$ cat config.mk
export PLATFORM = sky130hd
export DESIGN_NAME = mdu_sequencer
export DESIGN_NICKNAME = d
export VERILOG_FILES = /design/src/rtl/rv32m_pkg.sv /design/src/rtl/div_step.sv /design/src/rtl/mdu_sequencer.sv
export SDC_FILE = /design/constraint.sdc
export NUM_CORES = 2
export LEC_CHECK = 0
export ABC_AREA = 1
export BUFFER_PORTS_ARGS = -buffer_cell sky130_fd_sc_hd__buf_2
export CORE_ASPECT_RATIO = 1.5
export CORE_MARGIN = 4
export CORE_UTILIZATION = 37
export CTS_CLUSTER_DIAMETER = 100
export DETAILED_ROUTE_END_ITERATION = 16
export HOLD_SLACK_MARGIN = 0.1
export RECOVER_POWER = 100
export SYNTH_ARGS = -nofsm -noshare
export SYNTH_HDL_FRONTEND = slang
export SYNTH_SLANG_ARGS = --single-unit
export TNS_END_PERCENT = 100
$ cat constraint.sdc
create_clock -name CLK -period 9.2 [get_ports CLK]
set_input_delay 0.92 -clock CLK [delete_from_list [all_inputs] [get_ports CLK]]
set_output_delay 0.92 -clock CLK [all_outputs]
set_load 0.01 [all_outputs]
$ cat src/rtl/rv32m_pkg.sv
// +----------------------------------------------------------------------------+
// | Module : rv32m_pkg                                                         |
// | Brief  : Shared RV32M encodings, MDU state codes and divide constants.    |
// | Rev    : 1.0  initial release                                              |
// +----------------------------------------------------------------------------+
`default_nettype none

package rv32m_pkg;

    localparam logic [2:0] FUNCT3_MUL    = 3'b000;
    localparam logic [2:0] FUNCT3_MULH   = 3'b001;
    localparam logic [2:0] FUNCT3_MULHSU = 3'b010;
    localparam logic [2:0] FUNCT3_MULHU  = 3'b011;
    localparam logic [2:0] FUNCT3_DIV    = 3'b100;
    localparam logic [2:0] FUNCT3_DIVU   = 3'b101;
    localparam logic [2:0] FUNCT3_REM    = 3'b110;
    localparam logic [2:0] FUNCT3_REMU   = 3'b111;

    localparam logic [2:0] ST_IDLE     = 3'd0;
    localparam logic [2:0] ST_MUL_EXEC = 3'd1;
    localparam logic [2:0] ST_DIV_EXEC = 3'd2;
    localparam logic [2:0] ST_DIV_FIX  = 3'd3;
    localparam logic [2:0] ST_FINISH   = 3'd4;

    localparam int          DIV_ITERS     = 32;
    localparam logic [31:0] DIV0_QUOTIENT = 32'hFFFF_FFFF;
    localparam logic [31:0] INT_MIN       = 32'h8000_0000;

    function automatic logic [31:0] negate_if(input logic neg, input logic [31:0] value);
        return neg ? (~value + 32'd1) : value;
    endfunction

endpackage

`default_nettype wire

$ cat src/rtl/div_step.sv
// +----------------------------------------------------------------------------+
// | Module : div_step                                                          |
// | Brief  : One combinational restoring-division step (shift, trial subtract).|
// | Rev    : 1.0  initial release                                              |
// +----------------------------------------------------------------------------+
`default_nettype none

module div_step #(
    parameter int XLEN = 32
) (
    input  logic [XLEN:0]   i_rem,
    input  logic [XLEN-1:0] i_quo,
    input  logic [XLEN-1:0] i_divisor,
    output logic [XLEN:0]   o_rem,
    output logic [XLEN-1:0] o_quo
);

    logic [XLEN:0] shifted;
    logic [XLEN:0] diff;
    logic          unused_rem_msb;

    // The partial remainder is always below the divisor, so its MSB is never set
    // on entry; the extra bit only matters for the borrow of the trial subtract.
    assign unused_rem_msb = i_rem[XLEN];
    assign shifted        = {i_rem[XLEN-1:0], i_quo[XLEN-1]};
    assign diff           = shifted - {1'b0, i_divisor};

    always_comb begin
        o_rem = shifted;
        o_quo = {i_quo[XLEN-2:0], 1'b0};
        if (!diff[XLEN]) begin
            o_rem = diff;
            o_quo = {i_quo[XLEN-2:0], 1'b1};
        end
    end

endmodule

`default_nettype wire

$ cat src/rtl/mdu_sequencer.sv
// +----------------------------------------------------------------------------+
// | Module : mdu_sequencer                                                     |
// | Brief  : RV32M sequencer: 1-cycle multiply, 32-step restoring divide.      |
// | Rev    : 1.0  initial release                                              |
// +----------------------------------------------------------------------------+
`default_nettype none

module mdu_sequencer
    import rv32m_pkg::*;
#(
    parameter int XLEN = 32
) (
    input  logic            CLK,
    input  logic            RESET_N,
    input  logic            START,
    input  logic [2:0]      FUNCT3,
    input  logic [XLEN-1:0] OPERAND1,
    input  logic [XLEN-1:0] OPERAND2,
    input  logic            FLUSH,
    output logic            BUSY,
    output logic            DONE,
    output logic [XLEN-1:0] RESULT
);

    localparam int CNT_W = $clog2(XLEN) + 1;

    logic [2:0]      state_q, state_d;
    logic [2:0]      funct3_q, funct3_d;
    logic [XLEN-1:0] op1_q, op1_d;
    logic [XLEN-1:0] op2_q, op2_d;
    logic [XLEN-1:0] divisor_q, divisor_d;
    logic [XLEN-1:0] quo_q, quo_d;
    logic [XLEN:0]   rem_q, rem_d;
    logic [CNT_W-1:0] cnt_q, cnt_d;
    logic            neg_quo_q, neg_quo_d;
    logic            neg_rem_q, neg_rem_d;
    logic [XLEN-1:0] result_q, result_d;

    logic              accept;
    logic              acc_signed, acc_neg1, acc_neg2;
    logic              mul_a_signed, mul_b_signed;
    logic [2*XLEN-1:0] mul_a_ext, mul_b_ext, product;
    logic              div_by_zero, div_overflow, want_rem;
    logic [XLEN:0]     step_rem;
    logic [XLEN-1:0]   step_quo;

    div_step #(
        .XLEN(XLEN)
    ) u_div_step (
        .i_rem    (rem_q),
        .i_quo    (quo_q),
        .i_divisor(divisor_q),
        .o_rem    (step_rem),
        .o_quo    (step_quo)
    );

    assign accept     = START && !FLUSH && ((state_q == ST_IDLE) || (state_q == ST_FINISH));
    assign acc_signed = FUNCT3[2] && !FUNCT3[0];
    assign acc_neg1   = acc_signed && OPERAND1[XLEN-1];
    assign acc_neg2   = acc_signed && OPERAND2[XLEN-1];

    // Sign-extending both operands to 2*XLEN makes one unsigned multiplier
    // serve all four signedness combinations.
    assign mul_a_signed = (funct3_q == FUNCT3_MULH) || (funct3_q == FUNCT3_MULHSU);
    assign mul_b_signed = (funct3_q == FUNCT3_MULH);
    assign mul_a_ext    = {{XLEN{mul_a_signed && op1_q[XLEN-1]}}, op1_q};
    assign mul_b_ext    = {{XLEN{mul_b_signed && op2_q[XLEN-1]}}, op2_q};
    assign product      = mul_a_ext * mul_b_ext;

    assign want_rem     = funct3_q[1];
    assign div_by_zero  = (op2_q == '0);
    assign div_overflow = !funct3_q[0] && (op1_q == INT_MIN) && (op2_q == {XLEN{1'b1}});

    always_comb begin
        state_d   = state_q;
        funct3_d  = funct3_q;
        op1_d     = op1_q;
        op2_d     = op2_q;
        divisor_d = divisor_q;
        quo_d     = quo_q;
        rem_d     = rem_q;
        cnt_d     = cnt_q;
        neg_quo_d = neg_quo_q;
        neg_rem_d = neg_rem_q;
        result_d  = result_q;

        case (state_q)
            ST_IDLE, ST_FINISH: begin
                state_d = ST_IDLE;
                if (accept) begin
                    funct3_d  = FUNCT3;
                    op1_d     = OPERAND1;
                    op2_d     = OPERAND2;
                    divisor_d = negate_if(acc_neg2, OPERAND2);
                    quo_d     = negate_if(acc_neg1, OPERAND1);
                    rem_d     = '0;
                    cnt_d     = CNT_W'(DIV_ITERS);
                    neg_quo_d = acc_neg1 ^ acc_neg2;
                    neg_rem_d = acc_neg1;
                    state_d   = FUNCT3[2] ? ST_DIV_EXEC : ST_MUL_EXEC;
                end
            end
            ST_MUL_EXEC: begin
                result_d = (funct3_q == FUNCT3_MUL) ? product[XLEN-1:0] : product[2*XLEN-1:XLEN];
                state_d  = ST_FINISH;
            end
            ST_DIV_EXEC: begin
                if (div_by_zero) begin
                    result_d = want_rem ? op1_q : DIV0_QUOTIENT;
                    state_d  = ST_FINISH;
                end else if (div_overflow) begin
                    result_d = want_rem ? '0 : INT_MIN;
                    state_d  = ST_FINISH;
                end else begin
                    rem_d = step_rem;
                    quo_d = step_quo;
                    cnt_d = cnt_q - CNT_W'(1);
                    if (cnt_q == CNT_W'(1)) begin
                        state_d = ST_DIV_FIX;
                    end
                end
            end
            ST_DIV_FIX: begin
                result_d = want_rem ? negate_if(neg_rem_q, rem_q[XLEN-1:0])
                                    : negate_if(neg_quo_q, quo_q);
                state_d  = ST_FINISH;
            end
            default: state_d = ST_IDLE;
        endcase

        // Redirect abort: drop whatever was in flight and keep the old RESULT.
        if (FLUSH) begin
            state_d  = ST_IDLE;
            result_d = result_q;
        end
    end

    always_ff @(posedge CLK or negedge RESET_N) begin
        if (!RESET_N) begin
            state_q   <= ST_IDLE;
            funct3_q  <= '0;
            op1_q     <= '0;
            op2_q     <= '0;
            divisor_q <= '0;
            quo_q     <= '0;
            rem_q     <= '0;
            cnt_q     <= '0;
            neg_quo_q <= 1'b0;
            neg_rem_q <= 1'b0;
            result_q  <= '0;
        end else begin
            state_q   <= state_d;
            funct3_q  <= funct3_d;
            op1_q     <= op1_d;
            op2_q     <= op2_d;
            divisor_q <= divisor_d;
            quo_q     <= quo_d;
            rem_q     <= rem_d;
            cnt_q     <= cnt_d;
            neg_quo_q <= neg_quo_d;
            neg_rem_q <= neg_rem_d;
            result_q  <= result_d;
        end
    end

    assign BUSY   = (state_q == ST_MUL_EXEC) || (state_q == ST_DIV_EXEC) || (state_q == ST_DIV_FIX);
    assign DONE   = (state_q == ST_FINISH);
    assign RESULT = result_q;

endmodule

`default_nettype wire

After elaboration in Yosys (flattened, before gate mapping). Cells that the tools add are included.

$mul: 1. Bitwise operators: 6. Reductions and logical operators: 26. $add $sub $neg: 6. Multiplexer cells: 32. Equal/unequal tests: 14.

Operators by type and width (count): $mux 32 (17); $add 32x1->32 const B (4); $not 32->32 (4); $pmux 32 s2 (2); $pmux 32 s3 (1); $eq 32x32->1 const B (2); $mul 33x33->64 (1); $sub 33x32->33 (1); $logic_not 32->1 (1); $mux 6 (3); $mux 3 (4); $pmux 6 s2 (1); $eq 3x2->1 const B (3); $logic_and 1x1->1 (9); $pmux 3 s3 (1); $eq 3x1->1 const B (2); $eq 6x1->1 const B (1); $logic_not 3->1 (2); $ne 2x2->1 const B (3); $sub 6x1->6 const B (1); $ne 5x5->1 const B (1); $logic_or 1x1->1 (4); $mux 2 (2); $reduce_and 4->1 (1); 11 further kinds (14).

Output and inout bits: 34. Flip-flop bits (word level): 206. Input port bits: 71.

Depth between registers and ports, before layout.
Depth in word-level cells: 7. Depth in mapped cells: 38. Gate-level depth less buffers: 36.

Modules after synthesis. A second synthesis with hierarchy kept.

Cell total of the unflattened synthesis: 7661. Area total of the unflattened synthesis: 56439.1 um^2.

By module, submodules not included: mdu_sequencer (instances 1, cells an instance 7011, seq. area each 5154.9 um^2, area an instance 53303.6 um^2); div_step (instances 1, cells an instance 650, seq. area each 0.0 um^2, area an instance 3135.5 um^2).

Least setup slack after synthesis. No wires, ideal clock.

Path type: register to register. From: register funct3_q[1]. To: register result_q[27], in the netlist RESULT[27]. Path slack: 1314 ps. Arrival time: 7769 ps. Cell stages (with the launch flop): 36. Required time: 9083 ps. Period minus slack after synthesis: 7886 ps. Cells stage by stage: dfrtp_1 buf_2 inv_2 nand3_1 nand2_1 nand2_1 clkbuf_1 nor2_1 fa_1 inv_1 fa_1 inv_1 fa_1 inv_1 fa_1 inv_1 fa_1 fa_1 inv_1 fa_1 fa_1 inv_1 ha_1 nand2_1 nor2_1 inv_1 nor2_1 nand2_1 nor3_1 o21ai_0 nand3_1 nand2_1 nand3_1 nand3_1 nand2_1 nand2_1.

Cells in the longest elaborated chain, start to end: 6. Elaborated cells between the ends (all ways): 12. Those cells by class: mul (1); eq/ne (2); mux (5); reduce/logical (4).

RTL lines: from (decl) (RTL line mdu_sequencer.sv:28) `logic [2:0] funct3_q, funct3_d;`; from (signal assigned) (RTL line mdu_sequencer.sv:153) `funct3_q <= funct3_d;`; $eq 3x1->1 / $eq 3x2->1 (equally long branches) (RTL line mdu_sequencer.sv:64, mdu_sequencer.sv:65); $logic_or 1x1->1 (RTL line mdu_sequencer.sv:64) `assign mul_a_signed = (funct3_q == FUNCT3_MULH) || (funct3_q == FUNCT3_MULHSU);`; $logic_and 1x1->1 (RTL line mdu_sequencer.sv:66) `assign mul_a_ext = {{XLEN{mul_a_signed && op1_q[XLEN-1]}}, op1_q};`; $mul 33x33->64 (RTL line mdu_sequencer.sv:68) `assign product = mul_a_ext * mul_b_ext;`; $mux 32 (RTL line mdu_sequencer.sv:104) `result_d = (funct3_q == FUNCT3_MUL) ? product[XLEN-1:0] : product[2*XLEN-1:XLEN];`; $pmux 32 s3 (*) (RTL line mdu_sequencer.sv:87) `case (state_q)`; to (signal assigned) (RTL line mdu_sequencer.sv:162) `result_q <= result_d;`; to (decl) (RTL line mdu_sequencer.sv:37) `logic [XLEN-1:0] result_q, result_d;`.

Mark *: on every way between the ends. The rest lies on a longest branch, timed or not. A chain may end at the register's enable or synchronous reset.

Final worst setup path.
From: register funct3_q[0]. To: register result_q[16], in the netlist RESULT[16].

Cells in the longest elaborated chain, start to end: 6. Elaborated cells between the ends (all ways): 14. Those cells by class: mul (1); eq/ne (3); mux (2); reduce/logical (8).

RTL lines (RTL line): $eq 3x1->1 / $eq 3x2->1 (equally long branches) (mdu_sequencer.sv:64, mdu_sequencer.sv:65); $logic_or 1x1->1 (mdu_sequencer.sv:64); $logic_and 1x1->1 (mdu_sequencer.sv:66); $mul 33x33->64 (mdu_sequencer.sv:68); $mux 32 (mdu_sequencer.sv:104); $pmux 32 s3 (mdu_sequencer.sv:87).

Parallel ways exist; a longest one is shown, timed or not.

==> metrics.md <==
| Metric | Value |
|---|---|
| First-pass GRT wire length | `roughly 310000 um` |
| Die area | `between 0.15 and 0.2 mm^2` |
| Setup Skew | `0.0196 ns` |
| TritonCTS Buffers | `22` |
| Arrival @ worst endpoint | `roughly 9.3 ns` |
| Crit path top cell by count | `fa_1` |
| Initial Util | `roughly 37%` |
| Multi-input gate area | `between 0.04 and 0.05 mm^2` |
| Synth Cell Area | `0.0547 mm^2` |
| Final Critical Period | `slightly below 9 ns` |
| Yosys warning count | `0` |
| Async S/R FF share, synth | `100%` |
| IO Port Bufs | `~100` |
| Via Count | `roughly 48000` |
| Mean post-synth cell area | `approximately 7.5 um^2` |
| Post-synth top cells | `nand2_1, inv_1, fa_1` |
| Worst path max stage delay | `between 0.7 and 0.8 ns` |
| CORE AREA | `0.147 mm^2` |
| Crit. End Element | `register` |
| Average routed wire per standard cell | `between 20 and 25 um` |
| Number of global-route vias before repair | `between 50000 and 60000` |
| Clk pin slew, worst setup/hold paths | `about 0.08 ns` |
| Maximum fanout along the worst path | `13` |
| Initial DRC Count | `just over 3000` |
| Post-synthesis register bit count | `approximately 210` |
| GRT overflow | `0` |
| Syn_nets | `approximately 8700` |
| Finished Cell Area | `~0.06 mm^2` |
| Syn Inst Count | `between 7000 and 8000` |
| Largest net degree at the start of global routing | `a little over 90` |
| Met2 Usage GRT | `between 50 and 60%` |
| GP Congestion | `about 1.0` |
| Number of remaining DRC errors | `0` |
| Final setup vio count | `0` |
| RSZ-0062 raised after global routing | `no` |
| Status | `finished, violations left` |
| Yosys top cell by area | `fa_1` |
| Layout cell share with drive strength beyond 1 | `~4.7%` |
| # fillers | `~16000` |
| Ports | `~110` |
| # placed instances | `between 9000 and 10000` |
| Worst Max-Slew Pin Slew | `roughly 5.6 ns` |
| Initial antenna violation count | `4` |
| Synth Flop Type | `dfrtp_1` |
| Most common cell in the netlist | `nand2_1` |
| Area grow syn2layout | `6.57%` |
| Fin. max-slew vios | `between 400 and 500` |
| Rows | `172` |
| Post-DP HPWL | `about 170000 um` |
| Synth top area share | `slightly above 40%` |
| Reg2reg start | `funct3_q[0]$_DFFE_PN0P_` |
| GRT busiest layer | `met2` |
| FF-to-FF setup slack | `0.37 ns` |
| CP Data Required Time | `slightly below 10 ns` |
| Clock Tree Buf Depth | `3` |
| Die height | `479 um` |
| Met1 Use GR | `around 28%` |
| CTS Sinks | `205` |
| Fin nets | `about 8700` |
| Total track usage | `between 20% and 30%` |
| Critical path start-end classification | `reg2reg` |
| Endpoints failing hold | `0` |
| Max Clk Rate | `between 0.1 and 0.15 GHz` |
| Failing checks | `capacitance limit, slew limit` |
| CTS tree | `yes` |
| Worst Setup SP | `funct3_q[0]$_DFFE_PN0P_` |
| H-tree levels | `1` |
| Met3 Use GR | `around 2.4%` |
| Wirelength, routed | `about 210000 um` |
| Sequential cell area | `0.00515 mm^2` |
| Fin cells | `approximately 9100` |
| Crit-path slowest cell | `fa_2` |
| Rel. slew slack | `-277%` |
| DR pass1 iterations | `6` |
| Area after DPL | `0.0576 mm^2` |
| Via density | `approximately 5.2` |
| CP startpoint kind | `register` |
| Synth cell types | `54` |
| HP Class | `reg2reg` |
| Number of flops mapped to enable cells by yosys | `0` |
| DIE WIDTH | `322 um` |
| Sequential area share after synthesis | `under 10%` |
| Period utilisation layout | `between 90 and 100%` |
| Number of routed nets with antenna violations | `0` |
| Max-cap violations | `7` |
| Fin Setup TNS | `0 ns` |
| Main area contributors after synthesis | `fa_1, nand2_1, inv_1, dfrtp_1, ha_1` |
| Clock Latency Late Sink | `around 0.57 ns` |
| CTS root buf | `clkbuf_16` |
| CTS Hold Bufs | `0` |
| Critical hold path startpoint | `op1_q[21]$_DFFE_PN0P_` |
## placed cells by master (no fill, tap or decap), types with 9 or more instances in the layout
cell / netlist / routed
buf_2: 55 / 69
xor2_1: 53 / 53
o21ai_0: 291 / 292
ha_1: 250 / 250
nand2_1: 1883 / 1882
nor3_1: 58 / 58
clkbuf_16: 0 / 23
inv_1: 1858 / 1858
nor4_1: 24 / 24
o211ai_1: 20 / 20
buf_12: 0 / 18
a22oi_1: 14 / 14
dfrtp_2: 0 / 16
o21bai_1: 30 / 30
clkbuf_1: 274 / 45
fa_1: 1126 / 1122
buf_4: 6 / 128
xnor2_1: 24 / 24
nand4_1: 54 / 55
nand3_1: 278 / 278
o221ai_1: 21 / 21
a21oi_1: 205 / 205
a31oi_1: 23 / 23
or2_2: 13 / 13
nand2_2: 8 / 9
o21ai_1: 11 / 10
a21o_1: 9 / 9
nor2_1: 389 / 389
dfrtp_1: 205 / 189
## critical path: cells and delay by family (launching register included)
kind / cells / cell delay (ns)
compound gates: 5 / 1.42
xor+xnor: 1 / 0.19
fa+ha+maj: 9 / 4.70
buf+inv: 8 / 0.79
flops: 1 / 0.43
simple gates: 7 / 1.14
## per-layer routing
layer  wire (um)  share of wire [%]
met1       70700                 34
met2      110000                 53
met3        9130                4.4
met4       17200                8.3
met5           0                  0
## state kept, by name, summed over array words and instances (netlist names)
name	count
funct3_q	3
RESULT	32
neg_quo_q	1
op2_q	32
cnt_q	6
divisor_q	31
neg_rem_q	1
quo_q	32
state_q	3
op1_q	32
rem_q	32
## worst paths after layout
check,cells past startpoint,to
hold / removal,2,op1_q[21]$_DFFE_PN0P_
min in group asynchronous,1,cnt_q[2]$_DFFE_PN0P_
max in group asynchronous,2,op2_q[15]$_DFFE_PN0P_
hold reg to reg,2,op1_q[21]$_DFFE_PN0P_
setup reg to reg,30,RESULT[16]$_DFFE_PN0P_
setup / recovery,30,RESULT[16]$_DFFE_PN0P_
## metrics by stage
step | setup slack [ns] | utilization (%) | hold WS (ns)
after floorplan | 1.31 | - | 0.449
after global placement | 0.480 | 39.3 | 0.457
after detailed placement | 0.394 | 39.3 | 0.461
after CTS | 0.356 | 39.8 | 0.423
after global routing | 0.0126 | 39.7 | 0.502
final | 0.375 | 39.7 | 0.478
## logic make-up after synthesis
group	Yosys count	synth area share, %
xor gates and xnor gates	77	1.23
AOI/OAI and AO/OA	659	6.75
adders and majority gates	1376	46.9
DFF	205	9.37
buffers and inverters	2217	15.4
and+or+nand+nor	2740	20.3
## what timing repair did
| action | CTS | global route |
|---|---|---|
| resized for setup | 0 | 8 |
| buffers inserted | 0 | 6 |
| setup endpoints to repair | 0 | 8 |
## area by class of cell
class,instances,area share (%)
antenna,1,0.00429
multi-input combinational,4852,70.6
clock inverter,11,0.152
timing repair buffer,262,3.18
clock buffer,29,1.09
inverter,1868,12.0
tap,1914,4.11
sequential,205,8.83
Power is not shown: default switching activity piles up to over one toggle a cycle in this logic, so the estimate is an artifact.
